--- config.mk ---
export PLATFORM = sky130hd
export DESIGN_NAME = pipeline_controller
export DESIGN_NICKNAME = d
export VERILOG_FILES = /design/src/rtl/pipeline_controller.sv
export SDC_FILE = /design/constraint.sdc
export NUM_CORES = 1
export LEC_CHECK = 0
export BUFFER_PORTS_ARGS = -buffer_cell sky130_fd_sc_hd__clkbuf_2
export CELL_PAD_IN_SITES_DETAIL_PLACEMENT = 1
export CELL_PAD_IN_SITES_GLOBAL_PLACEMENT = 1
export CORE_AREA = 2 2 61 63
export CTS_CLUSTER_DIAMETER = 80
export DETAILED_ROUTE_END_ITERATION = 12
export DIE_AREA = 0 0 63 65
export PLACE_DENSITY_LB_ADDON = 0.05
export SKIP_LAST_GASP = 1
export SLEW_MARGIN = 20
export SYNTH_ARGS = -nofsm -noshare
export SYNTH_HDL_FRONTEND = slang
export SYNTH_SLANG_ARGS = --single-unit
export TNS_END_PERCENT = 1
--- constraint.sdc ---
create_clock -name clk -period 1.9 [get_ports clk]
set_input_delay 0.285 -clock clk [delete_from_list [all_inputs] [get_ports clk]]
set_output_delay 0.285 -clock clk [all_outputs]
set_load 0.005 [all_outputs]
--- src/rtl/pipeline_controller.sv ---
`default_nettype none
// ============================================================================
// Module   : pipeline_controller
// Brief    : Execute-stage issue/stall/flush control, EX/MEM scoreboard and
//            per-operand forwarding selects; start / halt-drain sequencing.
// Revision : 1.0
// ============================================================================
module pipeline_controller #(
  parameter int REG_ADDR_W   = 4,
  parameter int DRAIN_CYCLES = 2
) (
  input  logic                  clk,
  input  logic                  rst,
  input  logic                  start,
  input  logic                  dec_valid,
  input  logic [REG_ADDR_W-1:0] dec_rs1,
  input  logic [REG_ADDR_W-1:0] dec_rs2,
  input  logic                  dec_use_rs1,
  input  logic                  dec_use_rs2,
  input  logic [REG_ADDR_W-1:0] dec_rd,
  input  logic                  dec_reg_write,
  input  logic                  dec_is_load,
  input  logic                  dec_is_halt,
  input  logic                  exe_do_branch,
  output logic                  issue,
  output logic                  stall,
  output logic                  flush,
  output logic                  kill_ex,
  output logic [1:0]            fwd1_sel,
  output logic [1:0]            fwd2_sel,
  output logic                  halted
);

  localparam int CNT_W = (DRAIN_CYCLES > 1) ? $clog2(DRAIN_CYCLES) : 1;
  localparam logic [CNT_W-1:0] c_drain_load = CNT_W'(DRAIN_CYCLES - 1);

  typedef enum logic [1:0] {
    ST_HALTED = 2'd0,
    ST_RUN    = 2'd1,
    ST_DRAIN  = 2'd2
  } state_t;

  typedef struct packed {
    logic                  valid;
    logic [REG_ADDR_W-1:0] rd;
    logic                  reg_write;
    logic                  is_load;
    logic                  is_halt;
  } ex_slot_t;

  state_t                state_q, state_d;
  logic [CNT_W-1:0]      cnt_q, cnt_d;
  logic                  halted_q, halted_d;
  ex_slot_t              ex_q, ex_d;
  logic                  mem_valid_q, mem_valid_d;
  logic [REG_ADDR_W-1:0] mem_rd_q, mem_rd_d;
  logic                  mem_wr_q, mem_wr_d;

  logic run_st;
  logic branch_live;
  logic ex_m1, ex_m2, mem_m1, mem_m2;
  logic load_use;

  assign run_st      = (state_q == ST_RUN);
  assign branch_live = exe_do_branch && (state_q != ST_HALTED);

  assign ex_m1  = dec_use_rs1 && ex_q.valid && ex_q.reg_write && (ex_q.rd == dec_rs1);
  assign ex_m2  = dec_use_rs2 && ex_q.valid && ex_q.reg_write && (ex_q.rd == dec_rs2);
  assign mem_m1 = dec_use_rs1 && mem_valid_q && mem_wr_q && (mem_rd_q == dec_rs1);
  assign mem_m2 = dec_use_rs2 && mem_valid_q && mem_wr_q && (mem_rd_q == dec_rs2);

  // A load still in EX has no result yet; one bubble moves it to MEM.
  assign load_use = ex_q.is_load && (ex_m1 || ex_m2);

  assign stall   = run_st && dec_valid && load_use && !branch_live;
  assign flush   = branch_live;
  assign kill_ex = branch_live;
  assign issue   = run_st && dec_valid && !load_use && !branch_live;

  assign fwd1_sel = !issue ? 2'd0 : ex_m1 ? 2'd1 : mem_m1 ? 2'd2 : 2'd0;
  assign fwd2_sel = !issue ? 2'd0 : ex_m2 ? 2'd1 : mem_m2 ? 2'd2 : 2'd0;

  assign halted = halted_q;

  always_comb begin
    ex_d = '0;
    if (issue) begin
      ex_d.valid     = 1'b1;
      ex_d.rd        = dec_rd;
      ex_d.reg_write = dec_reg_write;
      ex_d.is_load   = dec_is_load;
      ex_d.is_halt   = dec_is_halt;
    end

    // The branch shadow sits in EX now; it must not reach MEM as a producer.
    mem_valid_d = ex_q.valid && !branch_live;
    mem_rd_d    = ex_q.rd;
    mem_wr_d    = ex_q.reg_write;

    state_d = state_q;
    cnt_d   = cnt_q;
    case (state_q)
      ST_HALTED: begin
        if (start) state_d = ST_RUN;
      end
      ST_RUN: begin
        if (issue && dec_is_halt) begin
          if (DRAIN_CYCLES > 1) begin
            state_d = ST_DRAIN;
            cnt_d   = c_drain_load;
          end else begin
            state_d = ST_HALTED;
          end
        end
      end
      ST_DRAIN: begin
        if (branch_live && ex_q.valid && ex_q.is_halt) begin
          state_d = ST_RUN;
        end else if (cnt_q == CNT_W'(1)) begin
          state_d = ST_HALTED;
        end else begin
          cnt_d = cnt_q - 1'b1;
        end
      end
      default: state_d = ST_HALTED;
    endcase

    halted_d = (state_d == ST_HALTED);
  end

  always_ff @(posedge clk or negedge rst) begin
    if (!rst) begin
      state_q     <= ST_HALTED;
      cnt_q       <= '0;
      halted_q    <= 1'b1;
      ex_q        <= '0;
      mem_valid_q <= 1'b0;
      mem_rd_q    <= '0;
      mem_wr_q    <= 1'b0;
    end else begin
      state_q     <= state_d;
      cnt_q       <= cnt_d;
      halted_q    <= halted_d;
      ex_q        <= ex_d;
      mem_valid_q <= mem_valid_d;
      mem_rd_q    <= mem_rd_d;
      mem_wr_q    <= mem_wr_d;
    end
  end

endmodule
`default_nettype wire

# Yosys cells after proc, flatten, opt, wreduce, memory -nomap -nowiden
# Cells that the tools add are included.
# word_totals
wordCells	67
ff_bits	18
output_inout_bits	9
# op_classes
n_eq_ne	8
add_sub_neg	1
muxes	16
reduce_logical	31
# op_table
cell	n
logical AND 1 bit	23
two-way mux 2 bit	10
== test 4 bit	4
two-way mux 8 bit	1
case mux 2 bit (3 select lines)	1
logical NOT 2 bit	2
nonzero test 2 bit	2
two-way mux 1 bit	3
AND reduction 3 bit	1
== test 2 x 1 -> 1 bit (second input constant)	1
== test 2 bit (second input constant)	1
logical NOT 1 bit	2
inequality test 2 x 1 -> 1 bit (second input constant)	1
inequality test 2 bit (second input constant)	1
case mux 1 bit (2 select lines)	1
logical OR 1 bit	1
subtractor 1 bit (second input constant)	1

# Longest topological paths before layout
# Gate-level depths: netlist (run 1).
# logic_depth
word_depth	12
depth_mapped	9
ltp_nobuf	9

# Worst setup path before layout (run 1)
# OpenSTA, ideal clock, no wires.
# synth_path
kind	reg-to-output
from	register state_q[0]
to	output fwd2_sel[1]
arrival_ns	1.622
stages_incl_launch_ff	8
setup_slack_ns	-0.007
path_cell_list	dfrtp_1 inv_1 ha_1 nand2b_1 nand3_1 a31oi_4 nand2_1 nor4_1
# synth_between
elab_chain_len	5
word_cells_on_any_way	8
# synth_rtl
item	line_no	source
from (decl)	51	state_t state_q, state_d;
from (signal assigned)	141	state_q <= state_d;
== test 2 x 1 -> 1 bit / nonzero test 2 bit (equally long branches)	64, 65	
logical AND 1 bit, on equally long branches	78, 65	
logical AND 1 bit / logical NOT 1 bit (equally long branches)	78	assign issue = run_st && dec_valid && !load_use && !branch_live;
logical AND 1 bit (*)	78	
two-way mux 2 bit (*)	81	assign fwd2_sel = !issue ? 2'd0 : ex_m2 ? 2'd1 : mem_m2 ? 2'd2 : 2'd0;
to (decl)	30	output logic [1:0] fwd2_sel,
# Every way passes the cells marked *; elsewhere a longest branch is shown, timed or not.

# Worst setup path after layout (run 1)
# layout_path
from	register ex_q (netlist bit mem_rd_d[2])
to	output fwd2_sel[0]
# layout_between
elab_chain_len	8
word_cells_on_any_way	11
# layout_rtl
item	line_no	source
from (decl)	54	ex_slot_t ex_q, ex_d;
from (signal assigned)	136	ex_q <= '0;
from (signal assigned)	144	ex_q <= ex_d;
== test 4 bit, on equally long branches	67, 68	
logical AND 1 bit, on equally long branches	67, 68	
logical OR 1 bit	73	assign load_use = ex_q.is_load && (ex_m1 || ex_m2);
logical AND 1 bit	73	
logical NOT 1 bit	78	
logical AND 1 bit (2 in series)	78	
two-way mux 2 bit (*)	81	
# Marked as above.

==> results of run 1 <==
-- worst reg2reg max path, stage by stage, from the launching register on --
cell and delay (ps):
dfrtp_1 390, inv_1 90, ha_1 180, nand2b_4 130, nand3_2 100, a31oi_4 190, buf_4 140, buf_4 140
nand3_4 100, a221oi_1 370, nor2_1 90
-- routing by layer --
metal | routed length [microns] | vias up | GRT usage
met5 | 0 | - | 0
met4 | 23 | 0 | 0.0583
met3 | 108 | 2 | 0.0313
met2 | 1270 | 21 | 0.237
met1 | 1220 | 419 | 0.168
li1 | - | 415 | -
-- power groups by stage --
stage,clock [uW],sequential [uW],combinational (uW)
after floorplan,0,564,329
after global placement,0,570,587
after CTS,253,566,682
after detailed placement,0,573,592
after global routing,271,579,781
final,238,565,709
-- sequential cells by signal (all words and copies together), names as in the netlist --
| signal | flops |
|---|---|
| ex_q | 3 |
| mem_valid_q | 1 |
| mem_rd_q | 4 |
| cnt_q | 1 |
| mem_wr_q | 1 |
| mem_wr_d | 1 |
| halted | 1 |
| state_q | 2 |
| mem_rd_d | 4 |
-- synthesized netlist by cell type (all sizes together) --
| cell type | n | area share |
|---|---|---|
| nand3b | 2 | 0.015 |
| a221oi | 1 | 0.0090 |
| xnor2 | 5 | 0.045 |
| inv | 8 | 0.031 |
| nor3 | 5 | 0.026 |
| o21ai | 2 | 0.010 |
| ha | 4 | 0.051 |
| dfstp | 1 | 0.027 |
| nor4 | 1 | 0.0064 |
| buf | 2 | 0.013 |
| nand3 | 6 | 0.044 |
| nor3b | 1 | 0.0077 |
| a41o | 1 | 0.012 |
| and3 | 7 | 0.052 |
| dfrtp | 17 | 0.44 |
| a21oi | 4 | 0.020 |
| a31oi | 2 | 0.028 |
| nand2b | 1 | 0.0064 |
| nand4 | 1 | 0.0064 |
| or4b | 1 | 0.010 |
| nor2 | 4 | 0.015 |
| and2 | 1 | 0.0064 |
| nand2 | 4 | 0.015 |
| xor2 | 11 | 0.099 |
| nor4b | 1 | 0.0090 |
-- kinds of logic (layout without fill, tap and decap cells) --
logic type                 after synthesis  after routing  share of synthesized area
AOI/OAI and AO/OA                       10             10                     0.0794
xor gates and xnor gates                16             16                      0.143
adders and majority gates                4              4                     0.0512
buffers and inverters                   10             60                     0.0435
DFF                                     18             18                      0.462
and+or+nand+nor                         35             35                      0.220
-- layout make-up --
cell class	instances	area (sq um)
Clock buffer	4	36.3
Fill cell	421	2070
Inverter	8	30.0
Multi-Input combinational cell	65	562
Sequential cell	18	452
Tap cell	48	60.1
Timing Repair Buffer	48	288
-- repair_timing --
action | in CTS | in global routing
endpoints found under the hold margin | 17 | 0
setup endpoints to repair | 7 | 9
hold buffers | 1 | 0
resized for setup | 7 | 8
buffers inserted | 7 | 1
pin swaps | 5 | 2
-- through the flow --
step | hold WS [ps] | worst slack, ps
5_1_grt | 225 | -385
2_1_floorplan | -10.6 | -7.09
3_5_place_dp | 266 | -60.3
3_3_place_gp | 257 | -22.5
4_1_cts | 225 | -259
6_report | 235 | -267
-- path summary, 6_finish.rpt --
check	endpoint	cells past startpoint
worst max-delay path	fwd2_sel[0]	6
worst min-delay path	mem_rd_d[3]	2
worst max register to register	halted	10
worst min register to register	mem_wr_q	0
max in group asynchronous	halted	2
min in group asynchronous	mem_rd_q[0]	2
==> summary.md, run 1 <==
| Metric | Value |
|---|---|
| Final hold vios | 0 |
| Worst path cell trace | xnor2_2 > nand3_2 > or4b_4 > nand2_4 > nor4b_2 > buf_2 |
| RePlAce Congestion | 0.824 |
| Avg WL per Cell | 13.7 microns |
| IO Count | 31 |
| Clock buffer depth | 2 |
| Slew Limit Fails | 0 |
| Cell area after layout | 1430 sq um |
| Slowest Stage Delay on Critical Path | 520 ps |
| Synth Instances | 93 |
| Crit Path Category | reg -> out |
| Yosys warns | 0 |
| Clock-pin slew on the worst setup and hold paths | 110 ps |
| Buffers plus inverters on the worst setup path | 1 |
| Leakage | 0.000732 uW |
| Mean Syn Cell Area | 10.5 sq um |
| R2R setup slack | -90 ps |
| Most common cell after layout, fill and taps aside | clkbuf_2 |
| Initial antenna violation count | 0 |
| Worst-Skew Late Latency | 290 ps |
| Fin util | 0.408 |
| Starting Density | 0.280 |
| Final Non-Filler Cells | 191 |
| Fin worst setup slack | -267 ps |
| Via-per-instance ratio | 4.49 |
| Crit path max-delay family | simple AND/OR/NAND/NOR gates |
| RSZ-0062 raised after global routing | yes |
| Layout overhead on the synthesized area | 46.1% |
| CTS buffer count | 3 |
| Reg power frac | 0.373 |
| Routed Antenna Nets | 0 |
| NetSw | 518 uW |
| Die area | 4100 sq um |
| Crit Path Max Fanout | 5 |
| Comb pwr share | 0.469 |
| Most frequent cells in the layout | clkbuf_2 (29), dfrtp_1 (17), buf_4 (17) |
| NumNets Final | 170 |
| Clock power frac | 0.158 |
| First-pass GRT wire length | 4220 microns |
| # diodes | 0 |
| Fin Setup TNS | -1530 ps |
| HPWL after DPL | 1970 microns |
| Reg2reg start | state_q[1] |
| CP startpoint | mem_rd_d[2] |
| Peak VDD IR | 0.475 mV |
| Pwr Total | 1510 uW |
| CTS H-tree depth | 1 |
| Share of cells above drive strength 1 | 0.517 |
| Startpoint class of the critical path | register |
| Die Span Y | 65 microns |
| Clock root cell | clkbuf_4 |
| Synth cell types | 29 |
| Min-delay src | dec_rd[3] |
| Iter 0 DRT Violations | 13 |
| Syn_nets | 119 |
| Hold Path Class | in -> reg |
| Pin count of the biggest net entering global routing | 19 |
| # DRC | 0 |
| Worst clock skew | 6.85 ps |
| FP Rows | 22 |
| Slew Limit Headroom | 0.684 |
| Worst path slowest cell | or4b_4 |
| Status | complete, but fails checks |
| Maximum Capacitance Violations | 0 |
| Setup Viol. Count Final | 8 |
| Placed instance count | 178 |
| Worst EP required | 1620 ps |
| Post-route clock period utilization | 1.14 |
| Violated checks | setup timing |
| #FFs+latches synth | 18 |
| DR vias | 857 |
| Cell internal pwr | 993 uW |
| Min Tclk post-route | 2170 ps |
| DRT Pass-1 Iters | 4 |
| Dpl cell area | 1240 sq um |
| DIE WIDTH | 63 microns |
| Post-Syn Area | 977 sq um |
| Fmax | 0.462 GHz |
| CTS tree | yes |
| Clk sinks | 18 |
| CP endpoint kind | output pin |
| Cell Pwr Density | 1060 nW/um^2 |
| Core ar. | 3500 sq um |
| Total Routing Usage GR | 0.139 |
| Net Sw Frac | 0.343 |
| Seq/Total Area, Yosys | 0.462 |
| Arrival @ worst endpoint | 1880 ps |
| Measured slew at the worst slew-check pin | 474 ps |
| Overflow after GRT | 0 |
| Vias in the first global route | 928 |
| Routed WL | 2620 microns |
| Port Buf Inserts | 30 |
(Power assumes the default switching activity.)
==> run 2, diff against run 1 <==
- clock period: 1.9 -> 2.1 ns (I/O delays scaled with it)
==> run 2 against run 1 <==
The run still ends with setup timing left. Critical path depth rose by 1. Final cell count fell by 5.2%. Worst setup slack improved by 200 ps. Final area fell by 6.0%. Total power fell by 18%. Register-to-register slack improved by 120 ps. Clock-buffer cell count did not move. Clock power fell by 22%. Critical endpoint unchanged. Highest routed layer unchanged.
==> summary.md, run 2 (synthesis results as in run 1) <==
| Metric | Value |
|---|---|
| Clock power frac | 0.150 (-0.008) |
| Initial antenna violation count | 0 (unchanged) |
| Routed WL | 2380 microns (-9.4%) |
| # DRC | 0 (unchanged) |
| Most frequent cells in the layout | clkbuf_2 (29), dfrtp_1 (16), xor2_1 (11) |
| Overflow after GRT | 0 (unchanged) |
| Slew Limit Fails | 0 (unchanged) |
| Cell internal pwr | 792 uW (-20%) |
| First-pass GRT wire length | 4260 microns (+0.83%) |
| Worst clock skew | 9.89 ps (+3.04 ps) |
| Via-per-instance ratio | 4.42 (-1.5%) |
| Worst EP required | 1780 ps (+160 ps) |
| Crit Path Max Fanout | 5 (unchanged) |
| Arrival @ worst endpoint | 1850 ps (-30 ps) |
| Hold Path Class | in -> reg |
| HPWL after DPL | 1890 microns (-3.8%) |
| Cell Pwr Density | 925 nW/um^2 (-13%) |
| Vias in the first global route | 895 (-3.6%) |
| Startpoint class of the critical path | register |
| Avg WL per Cell | 13.1 microns (-4.4%) |
| Post-route clock period utilization | 1.03 |
| RSZ-0062 raised after global routing | yes |
| Final hold vios | 0 (unchanged) |
| Clock root cell | clkbuf_4 |
| Violated checks | setup timing |
| Starting Density | 0.280 (unchanged) |
| Reg2Reg Depth | 9 (-1) |
| Fillers | 427 (+1.4%) |
| Cell area after layout | 1340 sq um (-6.0%) |
| # diodes | 0 (unchanged) |
| IO Count | 31 (unchanged) |
| Layout overhead on the synthesized area | 37.4% |
| Fin worst setup slack | -67.9 ps (+199 ps) |
| Die Span Y | 65 microns (unchanged) |
| Most common cell after layout, fill and taps aside | clkbuf_2 |
| Pin count of the biggest net entering global routing | 19 (unchanged) |
| DR vias | 800 (-6.7%) |
| Core ar. | 3500 sq um (unchanged) |
| Reg power frac | 0.416 (+0.043) |
| Leakage | 0.000684 uW (-6.5%) |
| Clk sinks | 18 (unchanged) |
| DIE WIDTH | 63 microns (unchanged) |
| Iter 0 DRT Violations | 19 (+6) |
| Maximum Capacitance Violations | 0 (unchanged) |
| Status | complete, but fails checks |
| Slew Limit Headroom | 0.681 (-0.00232) |
| Routed Antenna Nets | 0 (unchanged) |
| Port Buf Inserts | 30 (unchanged) |
| Clock buffer depth | 2 (unchanged) |
| Worst-Skew Late Latency | 290 ps (about the same) |
| Clock-pin slew on the worst setup and hold paths | 110 ps (about the same) |
| CTS tree | yes |
| NetSw | 450 uW (-13%) |
| Comb pwr share | 0.434 (-0.035) |
| Total Routing Usage GR | 0.135 (-0.00353) |
| Share of cells above drive strength 1 | 0.489 (-0.0288) |
| Die area | 4100 sq um (unchanged) |
| Peak VDD IR | 0.290 mV (-39%) |
| FP Rows | 22 (unchanged) |
| Crit Path Category | reg -> out |
| CTS H-tree depth | 1 (unchanged) |
| Hold Path Cell Cnt | 2 (unchanged) |
| CTS buffer count | 3 (unchanged) |
| Fmax | 0.461 GHz |
| CP endpoint kind | output pin |
| Fin Setup TNS | -275 ps (+1260 ps) |
| Measured slew at the worst slew-check pin | 478 ps (+3.48 ps) |
| Min Tclk post-route | 2170 ps |
| Net Sw Frac | 0.362 (+0.0193) |
| DRT Pass-1 Iters | 3 (-1) |
| Setup Viol. Count Final | 6 (-2) |
| Dpl cell area | 1200 sq um (-3.0%) |
| RePlAce Congestion | 0.865 (+5.0%) |
| NumNets Final | 160 (-5.9%) |
## run 2: worst max-delay path: stages (launching register included)
cell	delay [ps]
dfrtp_1	450
buf_4	160
xor2_1	180
nor2_2	100
a31oi_4	220
nand2_4	100
nor4b_4	200
buf_2	140
## run 2: final timing paths
check	startpoint	to	slack, ps
worst max-delay path	mem_rd_d[0]	fwd2_sel[0]	-70
worst min-delay path	dec_rd[1]	mem_rd_d[1]	260
worst max register to register	mem_rd_d[0]	halted	30
worst min register to register	mem_wr_d	mem_wr_q	430
max in group asynchronous	rst	halted	1230
min in group asynchronous	rst	mem_rd_q[0]	510
## run 2: cell type report
class                   count  area (sq um)  area share
well taps                  48          60.1      0.0447
clock buffers               4          26.3      0.0196
flip-flops and latches     18           453       0.337
multi-input cells          65           561       0.418
repair buffers             38           213       0.158
inverters                   8          30.0      0.0224
## run 2: timing repair
item,in CTS,in global routing
endpoints found under the hold margin,17,0
setup buffers,3,0
pin swaps,4,0
hold buffers,1,0
resized for setup,11,7
setup endpoints to repair,6,8
## run 2: layer usage
metal,part of all wire,vias up,global-route usage,wire [microns]
met4,0.0076,0,0.0333,18
li1,-,397,-,-
met1,0.49,378,0.178,1170
met2,0.45,23,0.221,1060
met3,0.054,2,0.0347,128
met5,0,-,0,0
## run 2: power by group through the flow
stage	clock, uW	sequential [uW]	combinational, uW
finish	186	517	539
global route	217	533	601
CTS	194	517	531
detailed placement	0	522	456
global placement	0	521	459
floorplan	0	511	298
## run 2: stage by stage
stage	hold slack, ps	total power (uW)	util	worst slack [ps]	cells
final	259	1240	0.384	-67.9	181
after global routing	250	1350	0.384	-173	181
after CTS	251	1240	0.375	-84.6	181
after detailed placement	300	979	0.345	-25.3	173
after global placement	292	980	0.345	72.3	173
after floorplan	19.4	808	-	163	93
